**config.mk**
```make
export PLATFORM = sky130hd
export DESIGN_NAME = decode_queue_flat
export DESIGN_NICKNAME = d
export VERILOG_FILES = /design/src/rtl/decode_queue_if.sv /design/src/rtl/decode_queue.sv /design/src/flat_wrapper.sv
export SDC_FILE = /design/constraint.sdc
export NUM_CORES = 1
export LEC_CHECK = 0
export BUFFER_PORTS_ARGS = -buffer_cell sky130_fd_sc_hd__buf_4
export CAP_MARGIN = 10
export CORE_MARGIN = 2
export CORE_UTILIZATION = 56
export DETAILED_ROUTE_END_ITERATION = 8
export GPL_TIMING_DRIVEN = 1
export PLACE_DENSITY = 0.77
export SLEW_MARGIN = 20
export SYNTH_ARGS = -nofsm -noshare
export SYNTH_HDL_FRONTEND = slang
export SYNTH_SLANG_ARGS = --single-unit
```
**constraint.sdc**
```tcl
create_clock -name clk -period 5.1 [get_ports clk]
set_input_delay 0.255 -clock clk [delete_from_list [all_inputs] [get_ports clk]]
set_output_delay 0.255 -clock clk [all_outputs]
set_load 0.05 [all_outputs]
```
**src/rtl/decode_queue_if.sv**
```systemverilog
// Fetch-to-issue bundle for the decode queue: fetch handshake, flush, issue
// handshake and the registered decoded fields presented to EX.
interface decode_queue_if;
  logic        if_valid;
  logic        if_ready;
  logic [31:0] if_instr;
  logic [31:0] if_pc;
  logic        flush;
  logic        id_valid;
  logic        id_ready;
  logic [31:0] id_pc;
  logic [6:0]  opcode;
  logic [4:0]  rd;
  logic [2:0]  funct3;
  logic [4:0]  rs1;
  logic [4:0]  rs2;
  logic [6:0]  funct7;
  logic [11:0] csr_addr;
  logic        Branch;
  logic        MemREAD;
  logic        MemtoReg;
  logic [1:0]  MemWrite;
  logic        ALUSrc;
  logic        RegWrite;
  logic        csr_we;
  logic        illegal;

  // The queue itself.
  modport slave (
    input  if_valid, if_instr, if_pc, flush, id_ready,
    output if_ready, id_valid, id_pc, opcode, rd, funct3, rs1, rs2, funct7,
           csr_addr, Branch, MemREAD, MemtoReg, MemWrite, ALUSrc, RegWrite,
           csr_we, illegal
  );

  // Fetch stage plus EX stage (or a testbench standing in for both).
  modport master (
    output if_valid, if_instr, if_pc, flush, id_ready,
    input  if_ready, id_valid, id_pc, opcode, rd, funct3, rs1, rs2, funct7,
           csr_addr, Branch, MemREAD, MemtoReg, MemWrite, ALUSrc, RegWrite,
           csr_we, illegal
  );
endinterface

```
**src/rtl/decode_queue.sv**
```systemverilog
// Instruction buffer (circular FIFO of {pc, instr}) feeding a registered RV32
// decode stage with valid/ready handshake, same-cycle bypass and flush.
module decode_queue #(
  parameter int DEPTH = 4
) (
  input  logic           clk,
  input  logic           rst_n,
  decode_queue_if.slave  bus
);

  localparam int             AW        = $clog2(DEPTH);
  localparam logic [AW:0]    DEPTH_CNT = (AW + 1)'(DEPTH);

  localparam logic [6:0] OPC_LUI    = 7'b0110111;
  localparam logic [6:0] OPC_AUIPC  = 7'b0010111;
  localparam logic [6:0] OPC_JAL    = 7'b1101111;
  localparam logic [6:0] OPC_JALR   = 7'b1100111;
  localparam logic [6:0] OPC_BRANCH = 7'b1100011;
  localparam logic [6:0] OPC_LOAD   = 7'b0000011;
  localparam logic [6:0] OPC_STORE  = 7'b0100011;
  localparam logic [6:0] OPC_OP_IMM = 7'b0010011;
  localparam logic [6:0] OPC_OP     = 7'b0110011;
  localparam logic [6:0] OPC_SYSTEM = 7'b1110011;

  typedef struct packed {
    logic [31:0] pc;
    logic [6:0]  opcode;
    logic [4:0]  rd;
    logic [2:0]  funct3;
    logic [4:0]  rs1;
    logic [4:0]  rs2;
    logic [6:0]  funct7;
    logic [11:0] csr_addr;
    logic        branch;
    logic        mem_read;
    logic        mem_to_reg;
    logic [1:0]  mem_write;
    logic        alu_src;
    logic        reg_write;
    logic        csr_we;
    logic        illegal;
  } bundle_t;

  function automatic bundle_t decode(input logic [31:0] instr, input logic [31:0] pc);
    bundle_t    b;
    logic [4:0] ctrl;
    b          = '0;
    ctrl       = 5'b00000;
    b.pc       = pc;
    b.opcode   = instr[6:0];
    b.rd       = instr[11:7];
    b.funct3   = instr[14:12];
    b.rs1      = instr[19:15];
    b.rs2      = instr[24:20];
    b.funct7   = instr[31:25];
    b.csr_addr = instr[31:20];
    b.csr_we   = (b.opcode == OPC_SYSTEM) && (b.funct3 != 3'b000) && (b.funct3 != 3'b100);
    case (b.opcode)
      OPC_LUI, OPC_AUIPC, OPC_OP_IMM: ctrl = 5'b00011;
      OPC_JAL, OPC_JALR:              ctrl = 5'b10011;
      OPC_BRANCH:                     ctrl = 5'b10000;
      OPC_LOAD:                       ctrl = 5'b01111;
      OPC_OP:                         ctrl = 5'b00001;
      OPC_STORE: begin
        ctrl = 5'b00010;
        case (b.funct3)
          3'b000:  b.mem_write = 2'b01;
          3'b001:  b.mem_write = 2'b10;
          3'b010:  b.mem_write = 2'b11;
          default: b.illegal   = 1'b1;
        endcase
      end
      OPC_SYSTEM: begin
        ctrl = b.csr_we ? 5'b00001 : 5'b00000;
        if (b.funct3 == 3'b100) b.illegal = 1'b1;
      end
      default: b.illegal = 1'b1;
    endcase
    {b.branch, b.mem_read, b.mem_to_reg, b.alu_src, b.reg_write} = ctrl;
    // An illegal bundle must not have any architectural side effect downstream.
    if (b.illegal) begin
      b.reg_write = 1'b0;
      b.mem_write = 2'b00;
      b.mem_read  = 1'b0;
      b.branch    = 1'b0;
      b.csr_we    = 1'b0;
    end
    return b;
  endfunction

  logic [31:0]   pc_mem_q    [DEPTH];
  logic [31:0]   instr_mem_q [DEPTH];
  logic [AW-1:0] wr_ptr_q, rd_ptr_q;
  logic [AW:0]   count_q;
  logic          valid_q, valid_d;
  bundle_t       bundle_q, bundle_d;

  logic        full, empty, push, load, pop, bypass, fifo_wr;
  logic [31:0] src_instr, src_pc;

  assign full  = (count_q == DEPTH_CNT);
  assign empty = (count_q == '0);

  // Ready looks only at the registered count, so a pop cannot free a slot the same cycle.
  assign bus.if_ready = rst_n && !full && !bus.flush;

  assign push    = bus.if_valid && bus.if_ready;
  assign load    = !valid_q || bus.id_ready;
  assign pop     = load && !empty;
  assign bypass  = load && empty && push;
  assign fifo_wr = push && !bypass;

  always_comb begin
    src_instr = bus.if_instr;
    src_pc    = bus.if_pc;
    if (pop) begin
      src_instr = instr_mem_q[rd_ptr_q];
      src_pc    = pc_mem_q[rd_ptr_q];
    end
    bundle_d = decode(src_instr, src_pc);
    valid_d  = valid_q;
    if (load) valid_d = pop || bypass;
  end

  always_ff @(posedge clk) begin
    if (fifo_wr) begin
      pc_mem_q[wr_ptr_q]    <= bus.if_pc;
      instr_mem_q[wr_ptr_q] <= bus.if_instr;
    end
  end

  always_ff @(posedge clk) begin
    if (!rst_n) begin
      wr_ptr_q <= '0;
      rd_ptr_q <= '0;
      count_q  <= '0;
      valid_q  <= 1'b0;
      bundle_q <= '0;
    end else if (bus.flush) begin
      wr_ptr_q <= '0;
      rd_ptr_q <= '0;
      count_q  <= '0;
      valid_q  <= 1'b0;
    end else begin
      if (fifo_wr) wr_ptr_q <= wr_ptr_q + 1'b1;
      if (pop)     rd_ptr_q <= rd_ptr_q + 1'b1;
      case ({fifo_wr, pop})
        2'b10:   count_q <= count_q + 1'b1;
        2'b01:   count_q <= count_q - 1'b1;
        default: count_q <= count_q;
      endcase
      valid_q <= valid_d;
      if (pop || bypass) bundle_q <= bundle_d;
    end
  end

  assign bus.id_valid = valid_q;
  assign bus.id_pc    = bundle_q.pc;
  assign bus.opcode   = bundle_q.opcode;
  assign bus.rd       = bundle_q.rd;
  assign bus.funct3   = bundle_q.funct3;
  assign bus.rs1      = bundle_q.rs1;
  assign bus.rs2      = bundle_q.rs2;
  assign bus.funct7   = bundle_q.funct7;
  assign bus.csr_addr = bundle_q.csr_addr;
  assign bus.Branch   = bundle_q.branch;
  assign bus.MemREAD  = bundle_q.mem_read;
  assign bus.MemtoReg = bundle_q.mem_to_reg;
  assign bus.MemWrite = bundle_q.mem_write;
  assign bus.ALUSrc   = bundle_q.alu_src;
  assign bus.RegWrite = bundle_q.reg_write;
  assign bus.csr_we   = bundle_q.csr_we;
  assign bus.illegal  = bundle_q.illegal;

endmodule

```
**src/flat_wrapper.sv**
```systemverilog
// flat-port wrapper written by rule: the top's interface ports become plain ports
module decode_queue_flat 
#(
  parameter int DEPTH = 4
)
  (clk, rst_n, bus_if_valid, bus_if_instr, bus_if_pc, bus_flush, bus_id_ready, bus_if_ready, bus_id_valid, bus_id_pc, bus_opcode, bus_rd, bus_funct3, bus_rs1, bus_rs2, bus_funct7, bus_csr_addr, bus_Branch, bus_MemREAD, bus_MemtoReg, bus_MemWrite, bus_ALUSrc, bus_RegWrite, bus_csr_we, bus_illegal);
  decode_queue_if bus_i ();
  input  logic clk;
  input  logic rst_n;
  input wire logic [$bits(bus_i.if_valid)-1:0] bus_if_valid;
  input wire logic [$bits(bus_i.if_instr)-1:0] bus_if_instr;
  input wire logic [$bits(bus_i.if_pc)-1:0] bus_if_pc;
  input wire logic [$bits(bus_i.flush)-1:0] bus_flush;
  input wire logic [$bits(bus_i.id_ready)-1:0] bus_id_ready;
  output wire logic [$bits(bus_i.if_ready)-1:0] bus_if_ready;
  output wire logic [$bits(bus_i.id_valid)-1:0] bus_id_valid;
  output wire logic [$bits(bus_i.id_pc)-1:0] bus_id_pc;
  output wire logic [$bits(bus_i.opcode)-1:0] bus_opcode;
  output wire logic [$bits(bus_i.rd)-1:0] bus_rd;
  output wire logic [$bits(bus_i.funct3)-1:0] bus_funct3;
  output wire logic [$bits(bus_i.rs1)-1:0] bus_rs1;
  output wire logic [$bits(bus_i.rs2)-1:0] bus_rs2;
  output wire logic [$bits(bus_i.funct7)-1:0] bus_funct7;
  output wire logic [$bits(bus_i.csr_addr)-1:0] bus_csr_addr;
  output wire logic [$bits(bus_i.Branch)-1:0] bus_Branch;
  output wire logic [$bits(bus_i.MemREAD)-1:0] bus_MemREAD;
  output wire logic [$bits(bus_i.MemtoReg)-1:0] bus_MemtoReg;
  output wire logic [$bits(bus_i.MemWrite)-1:0] bus_MemWrite;
  output wire logic [$bits(bus_i.ALUSrc)-1:0] bus_ALUSrc;
  output wire logic [$bits(bus_i.RegWrite)-1:0] bus_RegWrite;
  output wire logic [$bits(bus_i.csr_we)-1:0] bus_csr_we;
  output wire logic [$bits(bus_i.illegal)-1:0] bus_illegal;
  assign bus_i.if_valid = bus_if_valid;
  assign bus_i.if_instr = bus_if_instr;
  assign bus_i.if_pc = bus_if_pc;
  assign bus_i.flush = bus_flush;
  assign bus_i.id_ready = bus_id_ready;
  assign bus_if_ready = bus_i.if_ready;
  assign bus_id_valid = bus_i.id_valid;
  assign bus_id_pc = bus_i.id_pc;
  assign bus_opcode = bus_i.opcode;
  assign bus_rd = bus_i.rd;
  assign bus_funct3 = bus_i.funct3;
  assign bus_rs1 = bus_i.rs1;
  assign bus_rs2 = bus_i.rs2;
  assign bus_funct7 = bus_i.funct7;
  assign bus_csr_addr = bus_i.csr_addr;
  assign bus_Branch = bus_i.Branch;
  assign bus_MemREAD = bus_i.MemREAD;
  assign bus_MemtoReg = bus_i.MemtoReg;
  assign bus_MemWrite = bus_i.MemWrite;
  assign bus_ALUSrc = bus_i.ALUSrc;
  assign bus_RegWrite = bus_i.RegWrite;
  assign bus_csr_we = bus_i.csr_we;
  assign bus_illegal = bus_i.illegal;
  decode_queue #(.DEPTH(DEPTH)) u_core (.clk(clk), .rst_n(rst_n), .bus(bus_i));
endmodule
```
* After elaboration in Yosys (flattened, before gate mapping)
Memories as Yosys holds them, arrays and structs flattened. A register that Yosys moved wholly into a read port is not among the register bits.
Cells that the tools add are included.
** Cells by class
- Reductions and logical operators :: 26
- Bitwise operators :: 2
- Eq/ne operators :: 17
- Add/sub/neg operators :: 4
- Multiplexer cells :: 19
** Operators by type and width (number)
- $mux W32 :: 2
- $pmux W5 S7 :: 1
- $eq A7 B7 Y1 const B :: 4
- $eq A7 B6 Y1 const B :: 3
- $mux W2 :: 8
- $eq A7 B5 Y1 const B :: 2
- $logic_and A1 B1 Y1 :: 9
- $reduce_or A8 Y1 :: 1
- $eq A7 B2 Y1 const B :: 1
- $eq A3 B3 Y1 const B :: 2
- $logic_not A3 Y1 :: 2
- $pmux W2 S3 :: 1
- $pmux W3 S2 :: 1
- $reduce_or A3 Y1 :: 2
- $logic_not A1 Y1 :: 5
- $mux W1 :: 5
- $add A2 B1 Y2 const B :: 2
- $reduce_or A2 Y1 :: 2
- $add A3 B1 Y3 const B :: 1
- $eq A3 B1 Y1 const B :: 1
- $eq A3 B2 Y1 const B :: 1
- $ne A3 B3 Y1 const B :: 1
- $pmux W1 S3 :: 1
- $reduce_bool A3 Y1 :: 1
- other kinds (7) :: 9
** Word-level totals
- Word-level logic and storage cells :: 90
- Bits in writable memories :: 256
- Output and inout port bits :: 87
- Register bits :: 93
- Bits of input ports :: 69
- Memories kept :: 2
** Memory list
- u_core.instr_mem_q :: words 4, bits a word 32, rd ports 1, clocked after memory_dff 1, wr ports 1, RTL line decode_queue.sv:92 : logic [31:0] instr_mem_q [DEPTH];
- u_core.pc_mem_q :: words 4, bits a word 32, rd ports 1, clocked after memory_dff 1, wr ports 1, RTL line decode_queue.sv:91 : logic [31:0] pc_mem_q [DEPTH];

* Logic depth before layout (Yosys ltp)
Gate-level depths: netlist (run 1).
- Depth in word-level cells :: 10
- Gate-level depth with buffers :: 12
- Gate-level depth less buffers :: 10

* Worst setup path after synthesis (run 1)
No wires, ideal clock.
- Kind :: register to register
- From :: register u_core.valid_q (netlist: u_core.bus.id_valid)
- To :: memory u_core.instr_mem_q[0][0] (enable)
- Arrival :: 2829 ps
- Stages on the path, launching flop included :: 6
- Buffers on the path :: 1
- Path slack :: 1842 ps
- Period minus slack after synthesis :: 3258 ps
- Required time :: 4671 ps
- Setup time :: 429 ps
- Cell sequence :: dfxtp_1 > nand2b_1 > clkbuf_1 > nor2_1 > o311a_1 > and2_1
** On the way
- Word-level cells in the longest chain between the ends :: 8
** Ends and longest elaborated chain
- start, declared :: RTL line decode_queue.sv:95 : logic valid_q, valid_d;
- start signal, assigned :: RTL line decode_queue.sv:152 : valid_q <= valid_d;
- $logic_not A1 Y1 :: RTL line decode_queue.sv:108 : assign load = !valid_q || bus.id_ready;
- $logic_or A1 B1 Y1 :: RTL line decode_queue.sv:108
- $logic_and A1 B1 Y1 (2 in series) :: RTL line decode_queue.sv:110 : assign bypass = load && empty && push;
- $logic_not A1 Y1 :: RTL line decode_queue.sv:111 : assign fifo_wr = push && !bypass;
- $logic_and A1 B1 Y1 :: RTL line decode_queue.sv:111
- $mux W1 :: RTL line decode_queue.sv:126 : if (fifo_wr) begin
- $mux W1 (implied by the code) :: RTL line decode_queue.sv:128 : instr_mem_q[wr_ptr_q] <= bus.if_instr;
- end, declared :: RTL line decode_queue.sv:92
Every way passes these cells.

* Worst setup path in the final report (run 1)
- From :: register u_core.count_q[0]
- To :: register u_core.bundle_q (netlist bit u_core.bus.illegal)
** On the way
- Word-level cells in the longest chain between the ends :: 8
- Elaborated cells on any way between the ends :: 32
- Those cells by class :: 14 x eq/ne; 4 x mux; 14 x reduce/logical
** Ends and longest elaborated chain
- start, declared :: RTL line decode_queue.sv:94 : logic [AW:0] count_q;
- start signal, assigned :: RTL line decode_queue.sv:148 : 2'b10: count_q <= count_q + 1'b1;
- start signal, assigned :: RTL line decode_queue.sv:149 : 2'b01: count_q <= count_q - 1'b1;
- start signal, assigned :: RTL line decode_queue.sv:150 : default: count_q <= count_q;
- $logic_not A3 Y1 / $eq A3 B3 Y1 (equally long branches) :: RTL line decode_queue.sv:102, decode_queue.sv:101
- $logic_not A1 Y1 (on tied branches) :: RTL line decode_queue.sv:109, decode_queue.sv:105
- $logic_and A1 B1 Y1 (on tied branches) :: RTL line decode_queue.sv:109, decode_queue.sv:105
- $mux W32 / $logic_and A1 B1 Y1 (equally long branches) :: RTL line decode_queue.sv:116, decode_queue.sv:105
- $eq A3 B1 Y1 (tied with other cells) :: RTL line decode_queue.sv:66 : case (b.funct3)
- $reduce_or A3 Y1 (no line) / $logic_and A1 B1 Y1 (equally long branches)
- $mux W1 / $logic_or A1 B1 Y1 (equally long branches) :: RTL line decode_queue.sv:66, decode_queue.sv:153
- $pmux W1 S3 / $reduce_and A2 Y1 (equally long branches)
- end signal, assigned :: RTL line decode_queue.sv:153 : if (pop || bypass) bundle_q <= bundle_d;
- end, declared :: RTL line decode_queue.sv:96 : bundle_t bundle_q, bundle_d;
Parallel ways exist; a longest one is shown, timed or not.
A chain may end at the register's enable or synchronous reset.

==> results of run 1 <==
[power by group]
group | internal, mW | switching, mW | leakage [nW]
Combinational | 0.129 | 0.197 | 2.88
Clock | 1.64 | 1.05 | 0.601
Sequential | 2.98 | 0.0151 | 2.98
[state kept, by name, indices dropped and copies added (netlist names), 3 cells and up, named ones only]
name	flops
u_core.bus.csr_addr	12
u_core.bus.funct3	3
u_core.bus.id_pc	32
u_core.bus.opcode	7
u_core.bus.rd	5
u_core.bus.rs1	5
u_core.count_q	3
u_core.instr_mem_q	128
u_core.pc_mem_q	128
[layout by cell type, fill, tap and decap left out, drive strengths merged, types with 6 or more instances in the layout]
cell type and instances:
o21ai 11, edfxtp 256, nand3 60, clkbuf 46, buf 159, dlygate4sd3 63
and2 7, bufinv 6, nand2 130, clkinv 10, a21oi 9, mux4 64
dfxtp 83, nor2 16, mux2i 6, inv 11, o211a 63
[routing by layer]
metal	up-vias	track usage, %	wire, µm
met5	-	0	0
met4	0	6.99	651
met3	56	4.30	1970
met2	323	39.3	14300
met1	4000	30.8	11600
li1	3610	-	-
[cell type report]
class                      count  area share [%]
antenna                        1          0.0152
clock buffer                  46            5.81
clock inverter                19            1.60
inverter                       8           0.182
multi-input combinational    424            22.2
sequential                   339            56.7
tap                          319            2.42
timing repair buffer         222            11.1
[what timing repair did]
item	CTS	global route
buffers inserted	0	0
hold endpoints to repair	252	0
hold buffers	63	0
setup endpoints to repair	0	0
gates resized for setup	0	0
[worst reg2reg max path: cells and delay by family, from the launching register on]
kind,cells,cell delay (ns)
DFF,1,0.43
buffers and inverters,2,1.05
muxes,1,0.46
AOI/OAI and AO/OA,2,0.24
and+or+nand+nor,3,0.89
[worst paths after layout]
check        cells past startpoint                   endpoint  slack (ns)                 from
min                              1  u_core.instr_mem_q[3][12]        0.02     bus_if_instr[12]
max                              8         u_core.bus.illegal        1.90    u_core.count_q[0]
max reg2reg                      8         u_core.bus.illegal        1.90    u_core.count_q[0]
min reg2reg                      2        u_core.bus.MemtoReg        0.46  u_core.bus.MemtoReg
[stage by stage]
step	hold WS (ns)	setup WS (ns)	cell area, µm²	total power [mW]	utilization (%)
after global placement	0.454	2.00	14600	3.34	62.4
after global routing	0.0184	1.66	16500	6.19	70.3
after detailed placement	0.457	1.93	14600	3.34	62.4
after floorplan	0.354	1.84	13400	3.22	-
after CTS	0.00224	1.91	16500	6.06	70.3
final	0.0194	1.90	16500	6.02	70.3
[cells by family after synthesis]
group	Yosys count	synth area share, %
and+or+nand+nor	237	7.93
buffers and inverters	74	2.74
xor gates and xnor gates	6	0.393
adders and majority gates	6	0.618
AOI/OAI and AO/OA	104	6.88
muxes	71	11.4
DFF	339	70.0
==> results.yml, run 1 <==
run_status:
  outcome: "finished clean"
worst_setup_path:
  cp_cell_sequence: "or3_1, nand2_4, inv_2, buf_4, mux2i_1, nor2_1, a21oi_1, o211ai_1"
  end_kind: "flip-flop"
  cp.arrival_ns: 3.59
  path_buf_inv: 2
  start_kind: "flip-flop"
  slowest_stage: "buf_4"
  crit_required_ns: 5.49
  max_stage_delay_ns: 0.62
  crit_family: "buffers and inverters"
  criticalPathCategory: "reg2reg"
  crit_fanout: 66
global_routing:
  overflow: 0
  grt_start_max_net_pins: 77
  grt_first_pass_wirelength_mm: 44.1
  grt_pass1_vias: 8100
  track_usage_pct: 23.1
  antenna_found_initial: 1
floorplan:
  ios: 156
  fp.dieArea_mm2: 0.0251
  die_height_um: 158
  placementRows: 56
  core_area_mm2: 0.0235
  start_util_pct: 56.9
  die_x_um: 158
sta:
  slew_violations: 0
  fin_crit_sh_pct: 62.7
  relSlewSlack_pct: 31.1
  clock.fmax_mhz: 313
  setup-violations-final: 0
  skew_ns: 0.0180
  fin_tns_setup_ns: 0
  rsz0062_at_grt: "false"
  worst_pin_slew_ns: 1.03
  final-hold-violation-count: 0
  min_period_ns: 3.20
yosys:
  synthArstFlopShare_pct: 0
  netlist_instances: 837
  synthFlopType: "edfxtp_1"
  synth.distinct_cells: 52
  synth_most_common_cell: "edfxtp_1"
  synth_area_mm2: 0.0134
  synth-seq-cells: 339
  synth_edf_count: 256
  synth.area.top_cells: "edfxtp_1 (58%), dfxtp_1 (12%), mux4_2 (11%)"
  synth_common_cells: "edfxtp_1 (256), nand2_1 (129), dfxtp_1 (83)"
  synth_area_per_cell_um2: 16.0
  synth_top_area_share_pct: 57.6
  yosysSeqAreaShare_pct: 70.0
  syn_nets: 912
  yosysWarnings: 0
  yosysTopAreaCell: "edfxtp_1"
cells_and_area:
  fin_nets: 1106
  area_growth_syn_to_layout_pct: 23.5
  fillers: 1504
  multiInputGateArea_mm2: 0.00366
  instances_no_fill: 1378
  drive_above_1_share_pct: 27.9
  area.sequential_mm2: 0.00936
place:
  port_buffers: 155
  dp_hpwl_mm: 15.7
  gp_congestion: 0.846
  dp.cells: 1249
power_and_ir_drop:
  p_per_area_mw_per_mm2: 365
  p_leak_nw: 6.45
  peakVddDrop_mv: 0.285
clock_tree:
  numClockSinks: 339
  clock_path_buffers: 3
  clkLatencyLatePin_ns: 0.52
  htreeDepth: 2
  root_buffer: "clkbuf_16"
  numCtsBuffers: 36
  clk_pin_slew_ns: 0.06
  tritoncts: "yes"
drt:
  vias_per_cell: 5.80
  post-route-drc-count: 0
  dr.pass1.iters: 5
  wire_per_inst_um: 20.7
  num_vias: 7989
  wirelength_mm: 28.5
  drt_iter0_drc: 642
  ant_nets: 0
job:
  drv_cap: 0
min_path:
  holdCritPathClass: "in2reg"
No activity file was read; power rests on OpenSTA's default activity.
==> run 2, diff against run 1 <==
CORE_UTILIZATION = 52   (was 56)
PLACE_DENSITY = 0.75   (was 0.77)
clock period = 2.9 ns   (was 5.1 ns; I/O delays follow)
==> run 2 against run 1 <==
Against the previous run: final cell count is 2.0% higher; routed wire length is 1.8% lower; highest routed layer unchanged; setup slack worse by 1.4 ns; maximum frequency is 31% higher; sequential power is 76% higher; clock power is 59% higher; total power is 68% higher; cell area is 0.66% higher; sequential share of layout area is 0.37 points lower; non-clock buffer count is 15 higher.
==> results.yml, run 2 (synthesized netlist as in run 1, its figures left out) <==
floorplan:
  ios: 156
  fp.dieArea_mm2: 0.0270
  die_x_um: 164
  placementRows: 58
  core_area_mm2: 0.0252
  die_height_um: 164
  start_util_pct: 53.0
global_routing:
  track_usage_pct: 21.2
  grt_start_max_net_pins: 76
  overflow: 0
  antenna_found_initial: 1
  grt_first_pass_wirelength_mm: 43.8
  grt_pass1_vias: 8215
drt:
  num_vias: 7923
  dr.pass1.iters: 5
  drt_iter0_drc: 632
  vias_per_cell: 5.64
  wire_per_inst_um: 20.0
  post-route-drc-count: 0
  ant_nets: 0
  wirelength_mm: 28.0
clock_tree:
  clk_pin_slew_ns: 0.06
  tritoncts: "yes"
  numCtsBuffers: 36
  clock_path_buffers: 3
  numClockSinks: 339
  clkLatencyLatePin_ns: 0.51
  root_buffer: "clkbuf_16"
  cts_setup_buffers: 0
  cts_resized: 0
  htreeDepth: 2
  cts_hold_buf: 65
place:
  port_buffers: 155
  dp_hpwl_mm: 16.0
  gp_congestion: 0.842
sta:
  min_period_ns: 2.44
  worst_pin_slew_ns: 0.880
  skew_ns: 0.0157
  fin_tns_setup_ns: 0
  rsz0062_at_grt: "false"
  clock.fmax_mhz: 410
  slew_violations: 0
  relSlewSlack_pct: 41.3
  fin_crit_sh_pct: 84.2
  final-hold-violation-count: 0
  setup-violations-final: 0
cells_and_area:
  area_growth_syn_to_layout_pct: 24.3
  fin_nets: 1121
  drive_above_1_share_pct: 28.5
  final_common_cell: "edfxtp_1"
  layout_common_cells: "edfxtp_1 (256), buf_4 (166), nand2_1 (129)"
  fillers: 1746
power_and_ir_drop:
  p_leak_nw: 6.50
  power.total_mw: 10.1
  peakVddDrop_mv: 0.438
  p_per_area_mw_per_mm2: 611
worst_setup_path:
  crit_required_ns: 3.34
  criticalPathCategory: "reg2reg"
  cp.arrival_ns: 2.88
  end_kind: "flip-flop"
  crit_fanout: 8
  start_kind: "flip-flop"
job:
  drv_cap: 0
run_status:
  outcome: "finished clean"
min_path:
  holdCritPathClass: "in2reg"
## run 2: metal layers
layer / global-route usage (%) / share of wire [%] / vias up
li1: - / - / 3636
met1: 28.7 / 43 / 4011
met2: 35.5 / 50 / 236
met3: 3.69 / 5.3 / 40
met4: 5.74 / 1.7 / 0
met5: 0 / 0 / -
## run 2: path summary, 6_finish.rpt
check,start,endpoint,slack [ns],cells after the start
min,bus_flush,u_core.bus.ALUSrc,0.07,3
min reg2reg,u_core.bus.MemtoReg,u_core.bus.MemtoReg,0.48,2
max,u_core.bus.id_valid,u_core.count_q[2],0.46,10
max reg2reg,u_core.bus.id_valid,u_core.count_q[2],0.46,10
## run 2: through the flow
stage | setup slack [ns] | instance area, µm² | util [%] | hold slack [ns] | instances
after floorplan | 0.181 | 13400 | - | 0.244 | 837
after global placement | 0.547 | 14800 | 58.9 | 0.355 | 1273
after detailed placement | 0.494 | 14800 | 58.9 | 0.359 | 1273
after CTS | 0.451 | 16600 | 65.9 | 0.0502 | 1404
after global routing | 0.295 | 16600 | 65.9 | 0.0916 | 1405
final | 0.459 | 16600 | 65.9 | 0.0687 | 1405
## run 2: critical path, stage by stage, from the launching register on
cell and delay, ns:
dfxtp_1 0.32, nand2b_1 0.27, nor2_1 0.07, o311a_1 0.41
inv_1 0.09, ha_1 0.18, inv_1 0.06, fa_1 0.37
xor2_1 0.16, or3_1 0.30, a21oi_1 0.15
## run 2: report_power, final
group | internal [mW] | leakage, nW | switching (mW) | total [mW]
combinational | 0.234 | 2.97 | 0.344 | 0.578
sequential | 5.25 | 2.98 | 0.0253 | 5.27
clock | 2.53 | 0.559 | 1.76 | 4.29
## run 2: area by class of cell
cell class | instances | area (µm²) | share of cell area, %
Antenna cell | 1 | 2.50 | 0.0151
Clock buffer | 52 | 1050 | 6.35
Clock inverter | 14 | 71.3 | 0.430
Inverter | 8 | 30.0 | 0.181
Multi-Input combinational cell | 424 | 3660 | 22.0
Sequential cell | 339 | 9360 | 56.4
Tap cell | 330 | 413 | 2.49
Timing Repair Buffer | 237 | 2020 | 12.1
==> run 3, diff against run 2 <==
clock period = 2.2 ns   (was 2.9 ns; I/O delays follow)
==> run 3 against run 2 <==
Against the previous run: final cell count grew 0.50%; global-route usage shrank 0.21 points; core utilization shrank 0.075 points; clock-buffer cell count shrank 1; maximum frequency grew 17%.
==> results.yml, run 3 (synthesized netlist as in run 1, its figures left out) <==
run_status:
  outcome: "finished clean"
min_path:
  hp-start: "bus_id_ready"
  min_path_cells: 4
  holdCritPathClass: "in2reg"
  min_to: "u_core.bus.id_valid"
clock_tree:
  clk_pin_slew_ns: 0.06
  htreeDepth: 2
  cts_setup_buffers: 0
  clkLatencyLatePin_ns: 0.52
  numClockSinks: 339
  numCtsBuffers: 36
  root_buffer: "clkbuf_16"
  tritoncts: "yes"
  clock_path_buffers: 3
cells_and_area:
  final_common_cell: "edfxtp_1"
  fin_nets: 1129
  multiInputGateArea_mm2: 0.00367
  fin_util_pct: 65.9
  area.sequential_mm2: 0.00936
  layout_common_cells: "edfxtp_1 (256), buf_4 (177), nand2_1 (129)"
  fillers: 1744
  final_area_mm2: 0.0166
  area_growth_syn_to_layout_pct: 24.2
  drive_above_1_share_pct: 29.0
drt:
  ant_nets: 0
  wirelength_mm: 27.9
  post-route-drc-count: 0
  num_vias: 7901
  wire_per_inst_um: 19.8
  vias_per_cell: 5.60
  drt_iter0_drc: 543
  dr.pass1.iters: 4
global_routing:
  overflow: 0
  track_usage_pct: 20.9
  grt_start_max_net_pins: 76
  antenna_found_initial: 2
  grt_first_pass_wirelength_mm: 43.7
  grt_pass1_vias: 8050
power_and_ir_drop:
  p_sw_mw: 2.85
  clock_power_share_pct: 41.8
  p_leak_nw: 6.50
  sw_frac_of_total_pct: 21.5
  peakVddDrop_mv: 0.646
  p_seq_share_pct: 52.4
  p_per_area_mw_per_mm2: 801
  p_int_mw: 10.4
  power.total_mw: 13.3
  comb_power_share_pct: 5.8
place:
  gp_congestion: 0.804
  place_ws_ns: 0.0693
  port_buffers: 155
  place_area_mm2: 0.0148
  dp_hpwl_mm: 16.2
worst_setup_path:
  r2r_end: "u_core.bus.illegal"
  max_stage_delay_ns: 0.56
  path_buf_inv: 0
  end_kind: "flip-flop"
  start_kind: "flip-flop"
  cp.arrival_ns: 2.51
  criticalPathCategory: "reg2reg"
  reg2reg_depth: 6
  crit_fanout: 11
  crit_family: "multiplexers"
  crit_required_ns: 2.62
  slowest_stage: "mux4_2"
  r2r_setup_slack_ns: 0.11
  cp_cell_sequence: "mux4_2, nor4_1, mux2i_1, a2111oi_2, nand2_1, o211ai_1"
floorplan:
  die_x_um: 164
  fp.dieArea_mm2: 0.0270
  start_util_pct: 53.0
  placementRows: 58
  ios: 156
  die_height_um: 164
  core_area_mm2: 0.0252
sta:
  final-hold-violation-count: 0
  clock.fmax_mhz: 479
  rsz0062_at_grt: "false"
  skew_ns: 0.0239
  worst_pin_slew_ns: 0.999
  fin_crit_sh_pct: 94.8
  fin_ws_ns: 0.114
  min_period_ns: 2.09
  relSlewSlack_pct: 33.4
  slew_violations: 0
  setup-violations-final: 0
job:
  drv_cap: 0
==> run 3: worst reg2reg max path, stage by stage (launching register included) <==
cell,delay (ns)
dfxtp_4,0.46
mux4_2,0.56
nor4_1,0.32
mux2i_1,0.19
a2111oi_2,0.31
nand2_1,0.09
o211ai_1,0.08
==> run 3: repair_timing <==
action | in CTS | in global routing
resized for setup | 0 | 2
endpoints found under the hold margin | 300 | 0
setup endpoints to repair | 0 | 143
hold buffers | 65 | 0
==> run 3: worst max-delay path by stage <==
stage	slack, ns	cells after the start	endpoint	start
global route	0.003	6	u_core.bus.illegal	flip-flop
detailed placement	0.07	5	u_core.pc_mem_q[2][15]	u_core.bus.id_valid
floorplan	-0.11	11	u_core.count_q[2]	u_core.bus.id_valid
finish	0.11	6	u_core.bus.illegal	flip-flop
global placement	0.09	5	u_core.pc_mem_q[1][16]	u_core.bus.id_valid
CTS	0.05	5	u_core.pc_mem_q[2][19]	u_core.bus.id_valid
==> run 3: layout make-up <==
cell class	instances	share of cell area (%)
repair buffers	245	12.2
well taps	330	2.49
clock inverters	14	0.656
diodes	1	0.0151
inverters	8	0.181
clock buffers	51	5.83
flip-flops and latches	339	56.4
multi-input cells	424	22.1
==> run 3: metal layers <==
layer	vias to the layer above	global-route usage, %	share of wire, %
met4	2	5.22	1.7
met2	224	34.7	49
li1	3652	-	-
met5	-	0	0.047
met3	42	3.48	5.2
met1	3981	29.3	44
==> run 3: power by group through the flow <==
stage	logic (mW)	clock network (mW)	registers, mW
floorplan	0.209	0	7.25
global placement	0.662	0	7.09
detailed placement	0.676	0	7.09
CTS	0.773	5.68	6.95
global route	0.823	5.89	6.95
finish	0.772	5.56	6.95
==> run 3: through the flow <==
stage	hold slack, ns	TNS, ns	instances
6_report	0.0746	0	1412
3_3_place_gp	0.320	0	1281
3_5_place_dp	0.325	0	1281
2_1_floorplan	0.209	-0.112	837
5_1_grt	0.0781	0	1412
4_1_cts	0.0868	0	1411
